File: src/rtl/flash_read_responder.sv
// rtl/flash_read_responder.sv - responder for single-word reads from an asynchronous parallel flash/ROM
//
// Purpose: accepts single-cycle read requests, runs a fixed-wait-state read on
// the external flash, and returns the word with a one-cycle valid pulse. One
// extra request can be queued while a read is in flight; any further request
// is dropped and flagged.
//
// Ports:
//   clk, n_rst         clock, asynchronous active-low reset
//   flash_ready        read request strobe (one request per high cycle)
//   flash_address      word address, valid with flash_ready
//   flashData_out      last word read, held until the next read completes
//   flash_valid        one-cycle pulse when flashData_out is refreshed
//   flash_busy         a read is in progress or a request is queued
//   overrun            one-cycle pulse when a request is dropped
//   ext_ce_n, ext_oe_n external chip/output enables (active-low, registered)
//   ext_addr           external address (registered, stable through a read)
//   ext_data           external read data
module flash_read_responder #(
  parameter int ADDR_W      = 16,
  parameter int DATA_W      = 16,
  parameter int WAIT_STATES = 8
) (
  input  logic              clk,
  input  logic              n_rst,
  input  logic              flash_ready,
  input  logic [ADDR_W-1:0] flash_address,
  output logic [DATA_W-1:0] flashData_out,
  output logic              flash_valid,
  output logic              flash_busy,
  output logic              overrun,
  output logic              ext_ce_n,
  output logic              ext_oe_n,
  output logic [ADDR_W-1:0] ext_addr,
  input  logic [DATA_W-1:0] ext_data
);

  typedef enum logic [1:0] {
    S_IDLE  = 2'd0,
    S_SETUP = 2'd1,
    S_WAIT  = 2'd2
  } state_t;

  localparam logic [7:0] WCNT_INIT = 8'(WAIT_STATES);

  state_t            state_q;
  state_t            state_d;
  logic [7:0]        wcnt_q;
  logic              pend_valid_q;
  logic [ADDR_W-1:0] pend_addr_q;

  logic launch;
  logic latch;
  logic req_while_busy;

  // A launch takes the queued request first; a new request arriving on the
  // same edge simply refills the slot, so nothing is lost in that case.
  assign launch         = (state_q == S_IDLE) && (pend_valid_q || flash_ready);
  assign latch          = (state_q == S_WAIT) && (wcnt_q == 8'd1);
  assign req_while_busy = (state_q != S_IDLE) && flash_ready;

  // State register
  always_ff @(posedge clk or negedge n_rst) begin
    if (!n_rst) begin
      state_q <= S_IDLE;
    end else begin
      state_q <= state_d;
    end
  end

  // Next-state logic
  always_comb begin
    state_d = state_q;
    case (state_q)
      S_IDLE:  if (launch) state_d = S_SETUP;
      S_SETUP: state_d = S_WAIT;
      S_WAIT:  if (latch) state_d = S_IDLE;
      default: state_d = S_IDLE;
    endcase
  end

  // Registered outputs and datapath
  always_ff @(posedge clk or negedge n_rst) begin
    if (!n_rst) begin
      wcnt_q        <= 8'd0;
      pend_valid_q  <= 1'b0;
      pend_addr_q   <= '0;
      ext_addr      <= '0;
      ext_ce_n      <= 1'b1;
      ext_oe_n      <= 1'b1;
      flashData_out <= '0;
      flash_valid   <= 1'b0;
      overrun       <= 1'b0;
    end else begin
      flash_valid <= 1'b0;
      overrun     <= 1'b0;

      case (state_q)
        S_IDLE: begin
          if (launch) begin
            ext_ce_n <= 1'b0;
            if (pend_valid_q) begin
              ext_addr <= pend_addr_q;
              if (flash_ready) begin
                pend_addr_q <= flash_address;
              end else begin
                pend_valid_q <= 1'b0;
              end
            end else begin
              ext_addr <= flash_address;
            end
          end
        end
        S_SETUP: begin
          ext_oe_n <= 1'b0;
          wcnt_q   <= WCNT_INIT;
        end
        S_WAIT: begin
          wcnt_q <= wcnt_q - 8'd1;
          if (latch) begin
            flashData_out <= ext_data;
            flash_valid   <= 1'b1;
            ext_ce_n      <= 1'b1;
            ext_oe_n      <= 1'b1;
          end
        end
        default: begin
        end
      endcase

      // Requests arriving mid-read (including the latch edge) go to the
      // single pending slot; a full slot keeps its older address.
      if (req_while_busy) begin
        if (pend_valid_q) begin
          overrun <= 1'b1;
        end else begin
          pend_valid_q <= 1'b1;
          pend_addr_q  <= flash_address;
        end
      end
    end
  end

  // Output logic
  always_comb begin
    flash_busy = (state_q != S_IDLE) || pend_valid_q;
  end

endmodule

File: config.mk
export PLATFORM = sky130hd
export DESIGN_NAME = flash_read_responder
export DESIGN_NICKNAME = d
export VERILOG_FILES = /design/src/rtl/flash_read_responder.sv
export SDC_FILE = /design/constraint.sdc
export NUM_CORES = 1
export LEC_CHECK = 0
export CAP_MARGIN = 20
export CORE_MARGIN = 4
export CORE_UTILIZATION = 40
export CTS_CLUSTER_SIZE = 10
export DETAILED_ROUTE_END_ITERATION = 10
export GPL_TIMING_DRIVEN = 0
export PLACE_DENSITY = 0.68
export RECOVER_POWER = 50
export SETUP_SLACK_MARGIN = 0.4
export SLEW_MARGIN = 20
export SYNTH_ARGS = -nofsm -noshare
export SYNTH_HDL_FRONTEND = slang
export SYNTH_SLANG_ARGS = --single-unit
File: constraint.sdc
create_clock -name clk -period 2.26 [get_ports clk]
set_clock_uncertainty 0.2 [all_clocks]
set_input_delay 0.452 -clock clk [delete_from_list [all_inputs] [get_ports clk]]
set_output_delay 0.452 -clock clk [all_outputs]
set_load 0.005 [all_outputs]
After elaboration in Yosys (flattened, before gate mapping). Cells that the tools add are included. Widths: inputs -> output; s select.

Logic and storage cells: 55. Bits in read-only memories: 0. Latch bits: 0. Memories kept: 0. Input port bits: 35. Memory bits (writable): 0. Register bits after elaboration: 63.

Multiplexer cells: 25. Equality and inequality tests: 5. Add/subtract/negate cells: 1. $lt $le $gt $ge: 0. Bitwise logic cells: 0. Shifts and indexed selects: 0. Reductions and logical operators: 14. Multiply operators: 0. Divide/modulo/power cells: 0.

Operator list (count): $mux 16 (7); $pmux 8 s2 (1); $mux 1 (12); $eq 8x1->1 const B (1); $reduce_and 2->1 (4); $sub 8x1->8 const B (1); $pmux 2 s3 (1); $reduce_bool 2->1 (3); $mux 2 (2); $ne 2x2->1 const B (2); $pmux 1 s2 (2); $logic_and 1x1->1 (3); $reduce_and 3->1 (1); $eq 2x1->1 const B (1); $eq 2x2->1 const B (1); $logic_not 2->1 (1); $logic_or 1x1->1 (2).

Longest topological paths before layout. Gate-level depths: netlist (run 1).

Depth in word-level cells: 6. Mapped depth: 7.

Worst setup path before layout (run 1). No wires, ideal clock.

Path type: register to register. Start: register state_q[0]. End: register flashData_out[10]. Stages on the path, launching flop included: 8. Slack: 34 ps. Path buffers: 2. Arrival: 1901 ps. Cells stage by stage: dfrtp_1 inv_1 ha_1 clkbuf_1 inv_1 nor3_4 buf_12 mux2_4.

Longest elaborated chain between the ends: 3.

RTL lines: start: declaration (RTL line 46) `state_t state_q;`; start signal: assignment (RTL line 67) `state_q <= state_d;`; $eq 2x2->1 * (RTL line 59, 98); $logic_and 1x1->1 (RTL line 59) `assign latch = (state_q == S_WAIT) && (wcnt_q == 8'd1);`; $reduce_and 2->1 (no source line) *; end signal: assignment (RTL line 121) `flashData_out <= ext_data;`; end: declaration (RTL line 28) `output logic [DATA_W-1:0] flashData_out,`.

Mark *: on every way between the ends. The rest lies on a longest branch, timed or not. A chain may end at the register's enable or synchronous reset.

Worst setup path in the final report (run 1).
Start: register wcnt_q[3]. End: register flashData_out[2].

Longest elaborated chain between the ends: 3.

RTL lines: start: declaration (RTL line 48) `logic [7:0] wcnt_q;`; start signal: assignment (RTL line 119) `wcnt_q <= wcnt_q - 8'd1;`; $eq 8x1->1 (RTL line 59); $logic_and 1x1->1 (RTL line 59); $reduce_and 2->1 (no source line).

Every way passes these cells.

==> impl_metrics.csv, run 1 <==
group,metric,value,unit
critical_path,path_cells,"or4_4, buf_6, nor3_4, buf_12, buf_12, mux2_4",
pwr,power.total,5.77,mW
critical_path,arrival,2120,ps
routing,drcViolationCount,0,
place,pre_cts_slack,-209,ps
routing,met2WireLength,3.39,mm
floorplanning,start_util,41.5,%
floorplanning,die_y,92.2,um
layout,final_util,64.8,%
clocking,insertion_delay,330,ps
timing,period_minus_slack,2100,ps
pwr,p_per_area,1300,mW/mm^2
timing,drv_slew,0,
global_route,grtUsageTotal,16.5,%
clocking,cts_tree,"yes",
routing,routed_wl,7.10,mm
floorplanning,fp.dieW,92.2,um
pwr,p_leak,2.10,nW
critical_path,cpLargestDelayFamily,"simple AND/OR/NAND/NOR gates",
synthesis,syn_inst,225,
global_route,grt_pass1_vias,2306,
timing,fin_crit_sh,93.0,%
synthesis,yosys-top-cells-area,"dfrtp_1 (54%), mux2_2 (9.1%), mux2i_1 (6.7%), mux2_4 (4.8%), o21ai_0 (3.2%)",
synthesis,ys_ff_latch,63,
routing,wl_met1,3.24,mm
layout,nets,385,
synthesis,synthArstFlopShare,100,%
place,place_congestion,0.790,
pwr,irDropWorstVdd,0.673,mV
timing,holdWs,277,ps
pwr,switchingPower,1.84,mW
synthesis,ys_seq_area_share,55.7,%
synthesis,synth_top_cell_by_area,"dfrtp_1",
timing,tightest_slew,618,ps
synthesis,yosysWarningCount,0,
layout,multiInputGateArea,0.00130,mm^2
place,io_buffer_count,71,
layout,layout-drive-gt1-share,32.7,%
timing,fin_ws,159,ps
routing,drt_iter0_markers,89,
clocking,htree_levels,3,
job,drv_cap,0,
timing,hold_violations,0,
routing,wl_per_cell,16.0,um
global_route,grt-ovfl-total,0,
layout,regArea,0.00158,mm^2
run_status,status,"finished, final reports clean",
synthesis,netlist_area,0.00283,mm^2
floorplanning,num_rows,30,
critical_path,worstPathMaxFanout,7,
floorplanning,core,0.00683,mm^2
synthesis,synth_flop_cell,"dfrtp_1",
clocking,cts_max_path_buffers,2,
global_route,grt_max_degree,56,
layout,final_common_cell,"dfrtp_1",
critical_path,slowest_stage,"or4_4",
layout,areaGrowthSynthToFinish,56.1,%
critical_path,crit_type,"register to register",
clocking,cts_root_buf,"clkbuf_8",
routing,vias,2231,
pwr,p_int,3.92,mW
clocking,cts_buffers,9,
min_path,hold_path.class,"register to register",
synthesis,synth-edff-count,0,
layout,fillers,552,
critical_path,cp_common_cell,"buf_12",
critical_path,cp.buffers_inverters,3,
critical_path,critPathMaxStageDelay,510,ps
synthesis,syn-mean-instance-area,12.6,um^2
layout,layout_common_cells,"dfrtp_1 (59), clkdlybuf4s50_1 (34), mux2_4 (26)",
clocking,clk_pin_slew_worst_paths,70,ps
layout,diodes,0,
synthesis,synth_top_cell_area_share,53.9,%
timing,slew_headroom,58.8,%
pwr,sw_frac_of_total,31.9,%
pwr,p_clk_share,20.6,%
global_route,antenna_found_initial,0,
critical_path,worstSetupStartpointType,"register",
pwr,comb_power_share,46.6,%
synthesis,yosys.cell_types.count,37,
routing,via_per_inst,5.01,
routing,highest_layer,"met4",
global_route,grt_first_pass_wirelength,11.0,mm
synthesis,syn-num-nets,266,
timing,setup_viol,0,
clocking,clock-sinks,63,
place,dp_hpwl,4.18,mm
routing,wl_met3,370,um
timing,fmax,476,MHz
critical_path,worstPathRequired,2280,ps
layout,postLayoutCellArea,0.00442,mm^2
routing,dr.pass1.iters,4,
place,dpl_cell_area,0.00371,mm^2
floorplanning,num_io_pins,72,
timing,rsz0062_at_grt,"yes",
pwr,power_frac_seq,32.8,%
floorplanning,die-area,0.00850,mm^2
routing,ant_nets,0,
critical_path,cp-end-kind,"register",
-- repair_timing --
item                                   4_1_cts  5_1_grt
hold buffers                                 1        0
endpoints found under the hold margin        9        0
gates resized for setup                     61       37
pin swaps                                    4        7
setup endpoints to repair                   76       67
cloned                                       1        1
setup buffers                               24        9
-- registers in the layout, indices dropped and copies added (netlist names) --
name / flops
ext_addr: 16
ext_ce_n: 1
ext_oe_n: 1
flashData_out: 16
flash_valid: 1
overrun: 1
pend_addr_q: 16
pend_valid_q: 1
state_q: 2
wcnt_q: 8
-- synth_stat cells, types with 2 or more instances --
cell / number
dfrtp_1: 61
mux2_2: 23
nand2_1: 23
mux2i_1: 19
o21ai_0: 18
mux2_4: 9
clkbuf_1: 7
inv_1: 7
o211ai_1: 7
ha_1: 6
nand2b_1: 6
a21oi_1: 4
or3b_2: 3
or4_1: 3
dfstp_2: 2
nand3_1: 2
nand3b_1: 2
nor3_1: 2
nor3b_1: 2
o311ai_0: 2
-- per-layer routing --
layer	up-vias	track usage, %
li1	1039	-
met1	1108	20.7
met2	74	26.2
met3	10	5.33
met4	0	6.68
met5	-	0
-- cell families (layout without fill, tap and decap cells) --
| logic type | count (synthesis) | in the layout | synth area share (%) |
|---|---|---|---|
| simple gates | 50 | 50 | 9.85 |
| buf+inv | 18 | 142 | 3.27 |
| compound gates | 36 | 36 | 7.55 |
| fa+ha+maj | 7 | 7 | 3.00 |
| flops | 63 | 63 | 55.7 |
| mux | 51 | 51 | 20.6 |
-- power groups by stage --
stage | Sequential, mW | Clock, mW | Combinational (mW)
after floorplan | 1.87 | 0 | 1.23
after global placement | 1.89 | 0 | 2.10
after detailed placement | 1.90 | 0 | 2.15
after CTS | 1.87 | 1.21 | 2.46
after global routing | 1.95 | 1.25 | 2.93
final | 1.89 | 1.19 | 2.69
-- layout make-up --
class                      count  area share [%]
buffer                        11            2.46
clock buffer                  13            3.37
clock inverter                 3            2.04
inverter                       7           0.650
multi-input combinational    144            29.4
sequential                    63            35.7
tap                           96            2.71
timing repair buffer         108            23.7
-- tightest hold or removal path, stage by stage (launching register included) --
cell     delay (ps)
dfrtp_1         340
nand2_1          40
o21ai_0          60
-- worst paths after layout --
path / depth (start not counted) / endpoint / startpoint / slack (ps)
max in group asynchronous: 3 / ext_ce_n / n_rst / 700
worst max register to register: 6 / flashData_out[2] / wcnt_q[3] / 160
min in group asynchronous: 2 / pend_addr_q[2] / n_rst / 440
worst min-delay path: 2 / ext_addr[12] / ext_addr[12] / 280
worst min register to register: 2 / ext_addr[12] / ext_addr[12] / 280
worst max-delay path: 6 / flashData_out[2] / wcnt_q[3] / 160
-- metrics by stage --
step / cells / TNS, ps
final: 445 / 0
after CTS: 435 / 0
after global routing: 445 / 0
after detailed placement: 393 / -2570
after floorplan: 225 / 0
after global placement: 392 / -99640
Note: power is estimated with default switching activity, not from simulation.
==> run 2: changes to the inputs <==
- DONT_BUFFER_PORTS: not set -> 1
- PLACE_DENSITY: 0.68 -> 0.54
==> impl_metrics.csv, run 2 (synthesis results as in run 1) <==
group,metric,value,unit
run_status,status,"finished, violations left",
run_status,violations,"hold timing",
timing,holdWs,-391,ps
routing,drt_iter0_markers,110,
pwr,p_per_area,1380,mW/mm^2
timing,rsz0062_at_grt,"yes",
place,dpl_cell_area,0.00297,mm^2
critical_path,worstReg2RegStart,"wcnt_q[2]",
global_route,grtUsageTotal,14.7,%
routing,wl_per_cell,16.8,um
routing,dr.pass1.iters,4,
global_route,grt-ovfl-total,0,
floorplanning,die-area,0.00850,mm^2
timing,drv_slew,0,
critical_path,crit_type,"register to register",
clocking,clk_pin_slew_worst_paths,70,ps
layout,largestRegisters,"ext_addr: 16 flops, flashData_out: 16 flops, pend_addr_q: 16 flops",
critical_path,path_cells,"or4_4, buf_6, nor3_4, buf_12, mux2_4",
routing,via_per_inst,5.11,
critical_path,critPathMaxStageDelay,540,ps
critical_path,reg2reg_to,"flashData_out[13]",
critical_path,worstPathRequired,2280,ps
routing,routed_wl,5.91,mm
place,io_buffer_count,0,
routing,ant_nets,0,
place,place_congestion,0.787,
floorplanning,num_io_pins,72,
place,dp_hpwl,3.84,mm
routing,vias,1794,
critical_path,worstSetupStartpointType,"register",
critical_path,r2r_setup_slack,110,ps
timing,hold_violations,63,
timing,tightest_slew,368,ps
clocking,clock-sinks,63,
clocking,cts_buffers,9,
floorplanning,start_util,41.5,%
critical_path,slowest_stage,"or4_4",
timing,slew_headroom,75.3,%
critical_path,cp-end-kind,"register",
critical_path,arrival,2160,ps
place,dp.cells,321,
global_route,grt_pass1_vias,1892,
global_route,grt_max_degree,64,
floorplanning,num_rows,30,
routing,drcViolationCount,0,
critical_path,worstPathMaxFanout,10,
clocking,cts_root_buf,"clkbuf_8",
clocking,cts_tree,"yes",
timing,fmax,466,MHz
timing,fin_tns_setup,0,ps
layout,areaGrowthSynthToFinish,20.0,%
layout,layout_common_cells,"dfrtp_1 (61), nand2_1 (23), mux2i_1 (19)",
timing,fin_crit_sh,95.0,%
min_path,hold_path.class,"input port to asynchronous set/reset pin",
pwr,irDropWorstVdd,0.635,mV
clocking,htree_levels,3,
job,drv_cap,0,
layout,postLayoutCellArea,0.00340,mm^2
layout,final_util,49.8,%
layout,nets,291,
layout,layout-drive-gt1-share,36.1,%
timing,setup_viol,0,
clocking,insertion_delay,330,ps
floorplanning,fp.dieW,92.2,um
pwr,p_leak,1.56,nW
floorplanning,core,0.00683,mm^2
floorplanning,die_y,92.2,um
timing,period_minus_slack,2150,ps
global_route,grt_first_pass_wirelength,9.89,mm
layout,diodes,0,
critical_path,r2r_cells,5,
global_route,antenna_found_initial,0,
layout,final_common_cell,"dfrtp_1",
layout,layout.cells.non_filler,351,
clocking,cts_max_path_buffers,2,
==> run 2: cell count changes in the layout (fill, tap and decap cells not counted), sizes merged <==
cell / delta
clkdlybuf4s50: -34
clkinv: +4
clkdlybuf4s25: -13
clkinvlp: +1
dlygate4sd2: -22
clkbuf: -5
dlygate4sd3: -1
bufinv: -2
buf: -22
==> run 2: layout make-up <==
type	count	area (um^2)
Fill cell	654	3430
Sequential cell	63	1580
Multi-Input combinational cell	144	1270
Clock buffer	10	128
Timing Repair Buffer	14	121
Tap cell	96	120
Buffer	11	98.8
Clock inverter	6	61.3
Inverter	7	26.3
==> run 2: how the worst max path moves through the flow <==
stage                    start                 to  slack (ps)
CTS                  wcnt_q[4]  flashData_out[15]         130
finish               wcnt_q[2]  flashData_out[13]         110
floorplan            wcnt_q[2]  flashData_out[10]          40
global route         wcnt_q[1]  flashData_out[13]          90
global placement     wcnt_q[1]   flashData_out[9]        -160
detailed placement  state_q[0]  flashData_out[13]        -150
==> run 2: routing by layer <==
layer  track usage (%)  part of all wire [%]
met2              21.7                    46
met5                 0                     0
met1              19.2                    45
met3              5.50                   7.7
met4              6.68                   1.1
==> run 2: worst max-delay path, delay by kind of cell (launching register included) <==
| family | cells | cell delay, ps |
|---|---|---|
| buf+inv | 2 | 330 |
| flops | 1 | 390 |
| mux | 1 | 300 |
| simple gates | 2 | 810 |
==> run 2: where the power goes <==
part           leakage [nW]  switching [mW]  internal (mW)  total [mW]
sequential            0.795           0.340           1.61        1.95
combinational         0.669           0.853          0.960        1.81
clock                0.0960           0.435          0.505       0.940
total                  1.56            1.63           3.08        4.70
==> run 2: through the flow <==
stage	power [mW]	setup slack [ps]
floorplan	3.10	40.7
global placement	3.45	-159
detailed placement	3.48	-151
CTS	4.66	132
global route	5.07	85.6
finish	4.70	113
==> run 2: what timing repair did <==
item,CTS,global route
setup endpoints to repair,51,52
gates resized for setup,25,16
buffers inserted,11,3
endpoints found under the hold margin,63,63
pin swaps,3,4
==> run 3: changes to the inputs <==
- ABC_CLOCK_PERIOD_IN_PS: not set -> 2260
==> results of run 3 <==
Final layout, timing and power as in run 2 (identical DEF).
